## src/rtl/rotation_kick_ctrl_pkg.sv

```systemverilog
// Shared gameplay definitions: piece colours, coordinate types, board size
// and the rotation sequencer state encoding.
package rotation_kick_ctrl_pkg;

  localparam int BOARD_W = 10;
  localparam int BOARD_H = 20;

  typedef logic [2:0] color_t;
  typedef logic [1:0] rot_t;
  typedef logic [3:0] col_t;
  typedef logic [4:0] row_t;

  localparam color_t COLOR_NONE   = 3'd0;
  localparam color_t COLOR_RED    = 3'd1;
  localparam color_t COLOR_ORANGE = 3'd2;
  localparam color_t COLOR_YELLOW = 3'd3;
  localparam color_t COLOR_GREEN  = 3'd4;
  localparam color_t COLOR_BLUE   = 3'd5;
  localparam color_t COLOR_PURPLE = 3'd6;
  localparam color_t COLOR_CYAN   = 3'd7;

  typedef enum logic [2:0] {
    ST_IDLE,
    ST_PRESENT,
    ST_WAIT,
    ST_NEXT,
    ST_FINISH
  } fsm_t;

  // J, L, S, T and Z pieces share one kick table.
  function automatic logic is_jlstz(input color_t c);
    return (c == COLOR_RED) || (c == COLOR_ORANGE) || (c == COLOR_GREEN) ||
           (c == COLOR_BLUE) || (c == COLOR_PURPLE);
  endfunction

endpackage

```

## src/rtl/rotation_kick_ctrl_kick_offset_lut.sv

```systemverilog
// Clockwise wall-kick offsets indexed by piece colour, original rotation
// state and kick number. Purely combinational.
module rotation_kick_ctrl_kick_offset_lut
  import rotation_kick_ctrl_pkg::*;
(
  input  logic [2:0]        color,
  input  logic [1:0]        orig_state,
  input  logic [1:0]        kick_idx,
  output logic signed [2:0] dx,
  output logic signed [2:0] dy,
  output logic              kick_allowed
);

  logic signed [2:0] jx, jy, ix, iy;

  // JLSTZ offset table, row = original state, column = kick index.
  always_comb begin
    jx = 3'sd0;
    jy = 3'sd0;
    case ({orig_state, kick_idx})
      4'h0: begin jx = -3'sd1; jy =  3'sd0; end
      4'h1: begin jx = -3'sd1; jy =  3'sd1; end
      4'h2: begin jx =  3'sd0; jy = -3'sd2; end
      4'h3: begin jx = -3'sd1; jy = -3'sd2; end
      4'h4: begin jx =  3'sd1; jy =  3'sd0; end
      4'h5: begin jx =  3'sd1; jy = -3'sd1; end
      4'h6: begin jx =  3'sd0; jy =  3'sd2; end
      4'h7: begin jx =  3'sd1; jy =  3'sd2; end
      4'h8: begin jx =  3'sd1; jy =  3'sd0; end
      4'h9: begin jx =  3'sd1; jy =  3'sd1; end
      4'hA: begin jx =  3'sd0; jy = -3'sd2; end
      4'hB: begin jx =  3'sd1; jy = -3'sd2; end
      4'hC: begin jx = -3'sd1; jy =  3'sd0; end
      4'hD: begin jx = -3'sd1; jy = -3'sd1; end
      4'hE: begin jx =  3'sd0; jy =  3'sd2; end
      4'hF: begin jx = -3'sd1; jy =  3'sd2; end
    endcase
  end

  // Cyan (I piece) offset table.
  always_comb begin
    ix = 3'sd0;
    iy = 3'sd0;
    case ({orig_state, kick_idx})
      4'h0: begin ix = -3'sd2; iy =  3'sd0; end
      4'h1: begin ix =  3'sd1; iy =  3'sd0; end
      4'h2: begin ix = -3'sd2; iy = -3'sd1; end
      4'h3: begin ix =  3'sd1; iy =  3'sd2; end
      4'h4: begin ix = -3'sd1; iy =  3'sd0; end
      4'h5: begin ix =  3'sd2; iy =  3'sd0; end
      4'h6: begin ix = -3'sd1; iy =  3'sd2; end
      4'h7: begin ix =  3'sd2; iy = -3'sd1; end
      4'h8: begin ix =  3'sd2; iy =  3'sd0; end
      4'h9: begin ix = -3'sd1; iy =  3'sd0; end
      4'hA: begin ix =  3'sd2; iy =  3'sd1; end
      4'hB: begin ix = -3'sd1; iy = -3'sd2; end
      4'hC: begin ix =  3'sd1; iy =  3'sd0; end
      4'hD: begin ix = -3'sd2; iy =  3'sd0; end
      4'hE: begin ix =  3'sd1; iy = -3'sd2; end
      4'hF: begin ix = -3'sd2; iy =  3'sd1; end
    endcase
  end

  // Yellow (O piece) and the empty colour never kick.
  assign dx           = (color == COLOR_CYAN) ? ix : jx;
  assign dy           = (color == COLOR_CYAN) ? iy : jy;
  assign kick_allowed = is_jlstz(color) || (color == COLOR_CYAN);

endmodule

```

## src/rtl/rotation_kick_ctrl.sv

```systemverilog
// Steps a clockwise rotation request through the plain rotation and up to
// NUM_KICKS wall kicks, presenting each in-range candidate to the board
// collision checker until one is accepted, all are rejected, or the checker
// stays silent too long.
module rotation_kick_ctrl
  import rotation_kick_ctrl_pkg::*;
#(
  parameter int NUM_KICKS      = 4,
  parameter int TIMEOUT_CYCLES = 16
) (
  input  logic       clk_in,
  input  logic       rst_in,
  input  logic       rotate_req,
  input  logic       cancel_in,
  input  logic [2:0] block_color,
  input  logic [1:0] block_state,
  input  logic [3:0] block_x,
  input  logic [4:0] block_y,
  output logic       cand_valid,
  output logic [2:0] cand_color,
  output logic [1:0] cand_state,
  output logic [3:0] cand_x,
  output logic [4:0] cand_y,
  input  logic       check_done,
  input  logic       check_collide,
  output logic       busy,
  output logic       done,
  output logic       success,
  output logic       timeout,
  output logic [1:0] new_state,
  output logic [3:0] new_x,
  output logic [4:0] new_y
);

  localparam int                WAIT_W     = $clog2(TIMEOUT_CYCLES + 1);
  localparam logic [WAIT_W-1:0] WAIT_LAST  = WAIT_W'(TIMEOUT_CYCLES - 1);
  localparam logic [WAIT_W-1:0] WAIT_ONE   = WAIT_W'(1);
  localparam logic [2:0]        KICK_LIMIT = 3'(NUM_KICKS);

  fsm_t              state_reg;
  logic [2:0]        attempt_reg;
  logic [WAIT_W-1:0] wait_cnt_reg;
  color_t            lat_color_reg;
  rot_t              lat_state_reg;
  col_t              lat_x_reg;
  row_t              lat_y_reg;
  logic              cand_valid_reg;
  color_t            cand_color_reg;
  rot_t              cand_state_reg;
  col_t              cand_x_reg;
  row_t              cand_y_reg;
  logic              busy_reg, done_reg, success_reg, timeout_reg;
  rot_t              new_state_reg;
  col_t              new_x_reg;
  row_t              new_y_reg;

  logic signed [2:0] kick_dx, kick_dy;
  logic              kick_allowed;
  logic signed [5:0] sum_x, sum_y;
  logic              sum_in_range;

  // In NEXT, attempt_reg still holds the attempt just rejected, which is
  // exactly the kick index of the following attempt.
  rotation_kick_ctrl_kick_offset_lut u_lut (
    .color        (lat_color_reg),
    .orig_state   (lat_state_reg),
    .kick_idx     (attempt_reg[1:0]),
    .dx           (kick_dx),
    .dy           (kick_dy),
    .kick_allowed (kick_allowed)
  );

  // 6-bit signed sums: negative or x above 15 means off the coordinate range.
  // A y sum above 31 wraps negative, so the sign bit alone covers it.
  assign sum_x = $signed({2'b00, lat_x_reg}) + $signed({{3{kick_dx[2]}}, kick_dx});
  assign sum_y = $signed({1'b0, lat_y_reg}) + $signed({{3{kick_dy[2]}}, kick_dy});
  assign sum_in_range = !sum_x[5] && !sum_x[4] && !sum_y[5];

  // Sequencer FSM with all outputs registered.
  always_ff @(posedge clk_in) begin
    if (rst_in) begin
      state_reg      <= ST_IDLE;
      attempt_reg    <= '0;
      wait_cnt_reg   <= '0;
      lat_color_reg  <= '0;
      lat_state_reg  <= '0;
      lat_x_reg      <= '0;
      lat_y_reg      <= '0;
      cand_valid_reg <= 1'b0;
      cand_color_reg <= '0;
      cand_state_reg <= '0;
      cand_x_reg     <= '0;
      cand_y_reg     <= '0;
      busy_reg       <= 1'b0;
      done_reg       <= 1'b0;
      success_reg    <= 1'b0;
      timeout_reg    <= 1'b0;
      new_state_reg  <= '0;
      new_x_reg      <= '0;
      new_y_reg      <= '0;
    end else if (cancel_in) begin
      // Abandon the sequence silently; result registers keep their values.
      state_reg      <= ST_IDLE;
      cand_valid_reg <= 1'b0;
      busy_reg       <= 1'b0;
      done_reg       <= 1'b0;
    end else begin
      done_reg <= 1'b0;
      case (state_reg)
        ST_IDLE: begin
          if (rotate_req) begin
            lat_color_reg <= block_color;
            lat_state_reg <= block_state;
            lat_x_reg     <= block_x;
            lat_y_reg     <= block_y;
            attempt_reg   <= '0;
            success_reg   <= 1'b0;
            timeout_reg   <= 1'b0;
            if (block_color == COLOR_NONE) begin
              new_state_reg <= block_state;
              new_x_reg     <= block_x;
              new_y_reg     <= block_y;
              done_reg      <= 1'b1;
              state_reg     <= ST_FINISH;
            end else begin
              busy_reg       <= 1'b1;
              cand_valid_reg <= 1'b1;
              cand_color_reg <= block_color;
              cand_state_reg <= block_state + 2'd1;
              cand_x_reg     <= block_x;
              cand_y_reg     <= block_y;
              state_reg      <= ST_PRESENT;
            end
          end
        end
        ST_PRESENT: begin
          wait_cnt_reg <= '0;
          state_reg    <= ST_WAIT;
        end
        ST_WAIT: begin
          if (check_done && !check_collide) begin
            success_reg    <= 1'b1;
            new_state_reg  <= cand_state_reg;
            new_x_reg      <= cand_x_reg;
            new_y_reg      <= cand_y_reg;
            cand_valid_reg <= 1'b0;
            busy_reg       <= 1'b0;
            done_reg       <= 1'b1;
            state_reg      <= ST_FINISH;
          end else if (check_done) begin
            cand_valid_reg <= 1'b0;
            state_reg      <= ST_NEXT;
          end else if (wait_cnt_reg == WAIT_LAST) begin
            timeout_reg    <= 1'b1;
            new_state_reg  <= lat_state_reg;
            new_x_reg      <= lat_x_reg;
            new_y_reg      <= lat_y_reg;
            cand_valid_reg <= 1'b0;
            busy_reg       <= 1'b0;
            done_reg       <= 1'b1;
            state_reg      <= ST_FINISH;
          end else begin
            wait_cnt_reg <= wait_cnt_reg + WAIT_ONE;
          end
        end
        ST_NEXT: begin
          // Out-of-range kicks stay here one cycle each, as if rejected.
          attempt_reg <= attempt_reg + 3'd1;
          if ((attempt_reg >= KICK_LIMIT) || !kick_allowed) begin
            new_state_reg <= lat_state_reg;
            new_x_reg     <= lat_x_reg;
            new_y_reg     <= lat_y_reg;
            busy_reg      <= 1'b0;
            done_reg      <= 1'b1;
            state_reg     <= ST_FINISH;
          end else if (sum_in_range) begin
            cand_x_reg     <= sum_x[3:0];
            cand_y_reg     <= sum_y[4:0];
            cand_valid_reg <= 1'b1;
            state_reg      <= ST_PRESENT;
          end
        end
        ST_FINISH: state_reg <= ST_IDLE;
        default:   state_reg <= ST_IDLE;
      endcase
    end
  end

  assign cand_valid = cand_valid_reg;
  assign cand_color = cand_color_reg;
  assign cand_state = cand_state_reg;
  assign cand_x     = cand_x_reg;
  assign cand_y     = cand_y_reg;
  assign busy       = busy_reg;
  assign done       = done_reg;
  assign success    = success_reg;
  assign timeout    = timeout_reg;
  assign new_state  = new_state_reg;
  assign new_x      = new_x_reg;
  assign new_y      = new_y_reg;

endmodule

```

## config.mk

```make
export PLATFORM = sky130hd
export DESIGN_NAME = rotation_kick_ctrl
export DESIGN_NICKNAME = d
export VERILOG_FILES = /design/src/rtl/rotation_kick_ctrl_pkg.sv /design/src/rtl/rotation_kick_ctrl_kick_offset_lut.sv /design/src/rtl/rotation_kick_ctrl.sv
export SDC_FILE = /design/constraint.sdc
export NUM_CORES = 1
export LEC_CHECK = 0
export ABC_AREA = 0
export CAP_MARGIN = 30
export CORE_MARGIN = 2
export CORE_UTILIZATION = 43
export CTS_BUF_LIST = sky130_fd_sc_hd__clkbuf_8
export CTS_CLUSTER_DIAMETER = 80
export DETAILED_ROUTE_END_ITERATION = 7
export HOLD_SLACK_MARGIN = 0.05
export PLACE_DENSITY = 0.77
export SYNTH_ARGS = -nofsm -noshare
export SYNTH_HDL_FRONTEND = slang
export SYNTH_HIERARCHICAL = 1
export SYNTH_SLANG_ARGS = --single-unit
```

## constraint.sdc

```tcl
create_clock -name clk_in -period 5.7 [get_ports clk_in]
set_clock_uncertainty 0.1 [all_clocks]
set_input_delay 0.855 -clock clk_in [delete_from_list [all_inputs] [get_ports clk_in]]
set_output_delay 0.855 -clock clk_in [all_outputs]
set_load 0.005 [all_outputs]
```

Yosys cells after proc, flatten, opt, wreduce, memory -nomap -nowiden:

Memories as Yosys holds them, arrays and structs flattened.
Cells that the tools add are included.
W data, S select, Z words.

* flip-flop bits (word level): 55
* latch bits: 0
* bits in writable memories: 0
* bits in read-only memories: 192
* input bits: 20
* output and inout bits: 30
* logic and storage cells: 159
* memories kept: 2

* $add $sub $neg: 5
* multiply operators: 0
* divide/modulo/power cells: 0
* order comparisons: 1
* equality and inequality tests: 25
* shift-type cells: 0
* muxes and demuxes: 73
* bitwise gates (word level): 2
* reduce and logical (&&, ||, !) cells: 32

Memory list
* (no name shown): depth 16, bits a word 6, rd ports 1, clocked after Yosys merged registers in 0, write ports 0, line rotation_kick_ctrl_kick_offset_lut.sv:44 `case ({orig_state, kick_idx})`
* (no name shown): depth 16, bits a word 6, rd ports 1, clocked after Yosys merged registers in 0, write ports 0, line rotation_kick_ctrl_kick_offset_lut.sv:20 `case ({orig_state, kick_idx})`

Operators with widths (count)
* $mux W5: 13
* $mux W4: 10
* $mux W3: 10
* $reduce_and A6 Y1: 4
* $ne A2 B2 Y1 const B: 11
* $mux W1: 21
* $pmux W5 S2: 2
* $pmux W5 S3: 1
* $eq A3 B3 Y1 const B: 4
* $mux W2: 6
* $pmux W3 S4: 1
* $pmux W4 S3: 1
* $eq A3 B2 Y1 const B: 3
* $ne A3 B3 Y1 const B: 3
* $pmux W1 S3: 3
* $reduce_and A3 Y1: 3
* $pmux W4 S2: 1
* $reduce_and A4 Y1: 2
* $reduce_and A7 Y1: 1
* $add A5 B3 Y6: 1
* $add A6 B3 Y6: 1
* $eq A3 B1 Y1 const B: 2
* $logic_not A3 Y1: 2
* $logic_or A1 B1 Y1: 6
* 16 further kinds: 26

Longest topological paths before layout:

* depth in word-level cells: 10
* depth in mapped cells: 14
* gate-level depth less buffers: 12

Hierarchy:

The synthesis kept the hierarchy.

Modules (own cells, without submodules)
* rotation_kick_ctrl: times used 1, cells each 375, area an instance 3160.5 um^2, sequential area each 1101.1 um^2
* rotation_kick_ctrl_kick_offset_lut: times used 1, cells each 40, area an instance 282.8 um^2, sequential area each 0.0 um^2

Least setup slack after synthesis:

Ideal clock, no wire load.

* kind: reg2reg
* start: register attempt_reg[0]
* end: register cand_y_reg[2] (netlist: cand_y[2])
* library setup time: 0.124 ns
* data arrival time: 2.951 ns
* data required time: 5.476 ns
* slack: 2.526 ns
* stages on the path, launching flop included: 12
* path buffers: 1
* period minus slack after synthesis: 3.174 ns
* cell sequence: dfxtp_1 clkbuf_2 xnor2_1 o21a_1 o31ai_1 ha_1 o21ai_0 nor2_1 o311a_1 or2_2 a2111oi_4 nor3_1

* elaborated cells between the ends (all ways): 19
* those cells by class: add/sub: 2; order compare: 1; eq/ne: 2; mux: 5; reduce/logical: 7; memory: 2

RTL lines
* from (decl): line rotation_kick_ctrl.sv:41 `logic [2:0] attempt_reg;`
* from (signal assigned): line rotation_kick_ctrl.sv:168 `attempt_reg <= attempt_reg + 3'd1;`
* $mem_v2 Z16 W6, on equally long branches
* $mux W3 (*): line rotation_kick_ctrl_kick_offset_lut.sv:66 `assign dy = (color == COLOR_CYAN) ? iy : jy;`
* named net kick_dy[2]: line rotation_kick_ctrl.sv:57 `logic signed [2:0] kick_dx, kick_dy;`
* $add A6 B3 Y6 (*): line rotation_kick_ctrl.sv:76 `assign sum_y = $signed({1'b0, lat_y_reg}) + $signed({{3{kick_dy[2]}}, kick_dy});`
* $logic_not A1 Y1: line rotation_kick_ctrl.sv:77 `assign sum_in_range = !sum_x[5] && !sum_x[4] && !sum_y[5];`
* $logic_and A1 B1 Y1: line rotation_kick_ctrl.sv:77
* $ne A2 B2 Y1 (no source line)
* $reduce_and A6 Y1 (no source line)
* to (signal assigned): line rotation_kick_ctrl.sv:131 `cand_y_reg <= block_y;`
* to (signal assigned): line rotation_kick_ctrl.sv:178 `cand_y_reg <= sum_y[4:0];`
* to (decl): line rotation_kick_ctrl.sv:51 `row_t cand_y_reg;`

Mark *: on every way through the listed nets, which the timed path passes. The rest lies on a longest branch. The select of a mux whose other input is x is not followed.
A chain may end at the register's enable or synchronous reset.

Final worst setup path:

* start: register attempt_reg[0]
* end: register cand_x_reg[1] (netlist: cand_x[1])

* elaborated cells between the ends (all ways): 19
* those cells by class: add/sub: 2; order compare: 1; eq/ne: 2; mux: 5; reduce/logical: 7; memory: 2

RTL lines
* $mem_v2 Z16 W6, on equally long branches
* $mux W3 (*): line rotation_kick_ctrl_kick_offset_lut.sv:66
* named net kick_dy[2]: line rotation_kick_ctrl.sv:57
* $add A6 B3 Y6 (*): line rotation_kick_ctrl.sv:76
* $logic_not A1 Y1 (*): line rotation_kick_ctrl.sv:77
* $logic_and A1 B1 Y1 (*): line rotation_kick_ctrl.sv:77
* $ne A2 B2 Y1 (no source line) (*)
* $reduce_and A6 Y1 (no source line) (*)
* to (signal assigned): line rotation_kick_ctrl.sv:130 `cand_x_reg <= block_x;`
* to (signal assigned): line rotation_kick_ctrl.sv:177 `cand_x_reg <= sum_x[3:0];`
* to (decl): line rotation_kick_ctrl.sv:50 `col_t cand_x_reg;`

Marks and branches as above.

==> flow_summary.ini <==
[routing]
drt_iter0_markers = 155
wl_per_cell_microns = 14.74
routed_wl_microns = 8077
via_per_inst = 5.524
via_count = 3027
drc = 0
ant_nets = 0
firstDrtPassIters = 5

[clocking]
clk_pin_slew_worst_paths_ns = 0.10
numCtsBuffers = 5
cts_tree = built
ctsResizeCount = 0
cts_setup_buffers = 0
cts.hold.buffers_added = 0
clk_latency_ns = 0.30
cts_max_level = 2
cts_num_sinks = 55
root_buffer = clkbuf_8
clk_path_buf_depth = 2

[power]
p_per_area_nw_per_um2 = 221.6
peakVddDrop_mv = 0.1308
p_leak_uw = 0.001534

[floorplanning]
die_w_microns = 93.49
ios = 50
die_h_microns = 93.49
start_util_pct = 44.56
rows = 32
dieArea_sq_um = 8739
coreArea_sq_um = 7727

[synthesis]
ys_async_sr_fraction_pct = 0
netlist_instances = 415
synth.distinct_cells = 68
synth_area_sq_um = 3443
ys_ff_latch = 55
yosys_warnings = 6
syn_nets = 454
synth-edff-count = 0
yosysSeqAreaShare_pct = 31.98
dominantRegCellSynth = dfxtp_1
avgSynthCellArea_sq_um = 8.297

[sta]
max_clock_freq_mhz = 249.5
whs_ns = 0.3649
drv_slew = 0
worst_pin_slew_ns = 0.9296
hold_violations = 0
setup_viol = 0
relSlewSlack_pct = 37.80
fin_crit_ns = 4.007
tns_ns = 0
grt_setup_unrepaired = false
period_share_pct = 70.31

[placement]
place.gp.congestion = 0.8592
io_buffers = 49
hpwl_microns = 5914
dp.cells = 540

[status]
outcome = finished, final reports clean

[setup_path]
crit_path_top_delay_cell = nor2_1
rr_endpoint = cand_x[1]$_SDFFE_PP0P_
crit_path_frequent_cell = nor2_1
critPathMaxStageDelay_ns = 0.72
end_kind = register
arrival_ns = 4.12
cp.depth = 10
cp-start-kind = register
crit_buf_inv = 0
crit_required_ns = 5.81
r2r-start = attempt_reg[0]$_SDFFE_PP0P_
crit_family = compound AO/OA/AOI/OAI gates
path_max_fanout = 13
critPathCapture = cand_x[1]$_SDFFE_PP0P_
worst-r2r-setup-slack_ns = 1.69
critPathLaunch = attempt_reg[0]$_SDFFE_PP0P_
crit_type = reg -> reg
cp_cell_sequence = xnor2_1, o21a_1, o31ai_1, ha_1, o21ai_0, nor2_1, o311a_1, nor2_1, a21oi_1, a311oi_1
r2r_cells = 10

[cells_and_area]
diodes = 0
nets = 484
n_fill_cell = 696
syn2layout_area_growth_pct = 16.42
layout_commonest_cell = nand2_1
final_cell_mix = 57 x nand2_1, 55 x dfxtp_1, 48 x clkdlybuf4s50_1
final_util_pct = 51.88
fin_cells = 548
drive_above_1_share_pct = 7.175

[grt]
antenna_found_initial = 0
grt_max_degree = 52
overflow = 0
grt_pass1_wl_microns = 13210
grt_pass1_vias = 2780
grt_util_all_layers_pct = 18.63

[hold_path]
hp-class = reg -> reg

[flow_run]
maxCapViolCount = 0
[cells in the mapped netlist, types with 2 or more instances]
library cell	n	area, sq um
o21ai_0	21	105.1
nor2_1	46	172.7
o21a_1	2	15.01
a211oi_1	5	37.54
clkbuf_2	2	10.01
nand2b_1	6	37.54
inv_1	11	41.29
dfxtp_1	55	1101
nand3_1	5	25.02
a311oi_1	4	35.03
nor2b_1	3	18.77
a31oi_1	2	12.51
nand4_1	2	12.51
nor3_1	19	95.09
a21oi_1	42	210.2
clkbuf_8	3	41.29
mux2i_1	31	310.3
buf_4	2	15.01
or2_2	2	12.51
buf_2	4	20.02
and3_1	2	12.51
clkbuf_1	10	37.54
o2111ai_1	3	26.28
or3_1	2	12.51
nand2_1	57	214.0
xnor2_1	7	61.31
a21o_1	2	15.01
and2b_2	2	17.52
ha_1	17	212.7
fa_1	2	40.04
o31ai_1	3	22.52
buf_6	5	56.30
[power breakdown]
| group | internal, uW | switching, uW |
|---|---|---|
| Sequential | 401 | 19.0 |
| Combinational | 80.4 | 85.9 |
| Clock | 174 | 128 |
[worst register-to-register path, cell delays in order (launching register included)]
cell and delay [ns]:
dfxtp_1 0.55, xnor2_1 0.16, o21a_1 0.19, o31ai_1 0.68, ha_1 0.40, o21ai_0 0.25
nor2_1 0.09, o311a_1 0.31, nor2_1 0.72, a21oi_1 0.18, a311oi_1 0.28
[routing by layer]
layer / wire length [microns] / global-route usage [%] / vias up
met1: 3843 / 25.41 / 1418
met2: 3750 / 29.92 / 77
met3: 332 / 3.143 / 14
li1: - / - / 1518
met4: 151 / 6.005 / 0
met5: 0 / 0 / -
[how the worst min path moves through the flow]
stage	start	endpoint	slack, ns	cells after the start
2_1_floorplan	timeout$_SDFFE_PP0P_	timeout$_SDFFE_PP0P_	0.35	2
3_3_place_gp	cand_color[2]$_SDFFE_PP0P_	cand_color[2]$_SDFFE_PP0P_	0.35	2
3_5_place_dp	cand_color[0]$_SDFFE_PP0P_	cand_color[0]$_SDFFE_PP0P_	0.36	2
4_1_cts	cand_color[0]$_SDFFE_PP0P_	cand_color[0]$_SDFFE_PP0P_	0.37	2
5_1_grt	cand_color[1]$_SDFFE_PP0P_	cand_color[1]$_SDFFE_PP0P_	0.39	2
6_report	cand_color[1]$_SDFFE_PP0P_	cand_color[1]$_SDFFE_PP0P_	0.36	2
[final cells by class]
cell class / instances / area (sq um) / area share, %
Clock inverter: 3 / 63.81 / 1.592
Timing Repair Buffer: 50 / 493.0 / 12.30
Sequential cell: 55 / 1101 / 27.47
Clock buffer: 5 / 68.82 / 1.717
Multi-Input combinational cell: 322 / 2113 / 52.72
Inverter: 11 / 41.29 / 1.030
Tap cell: 102 / 127.6 / 3.184
[cell families after synthesis]
family	Yosys count	share of synthesized area, %
DFF	55	31.98
adders and majority gates	19	7.340
and+or+nand+nor	162	22.68
AOI/OAI and AO/OA	102	20.31
buffers and inverters	38	6.650
muxes	31	9.012
xor gates and xnor gates	8	2.035
[metrics by stage]
stage	power, uW	setup slack (ns)	cell area (sq um)
after floorplan	537.4	2.526	3443
after global placement	589.1	2.049	3876
after detailed placement	593.6	1.801	3876
after CTS	894.4	1.760	4009
after global routing	929.9	1.312	4009
final	888.6	1.693	4009
No activity file was read; power rests on OpenSTA's default activity.
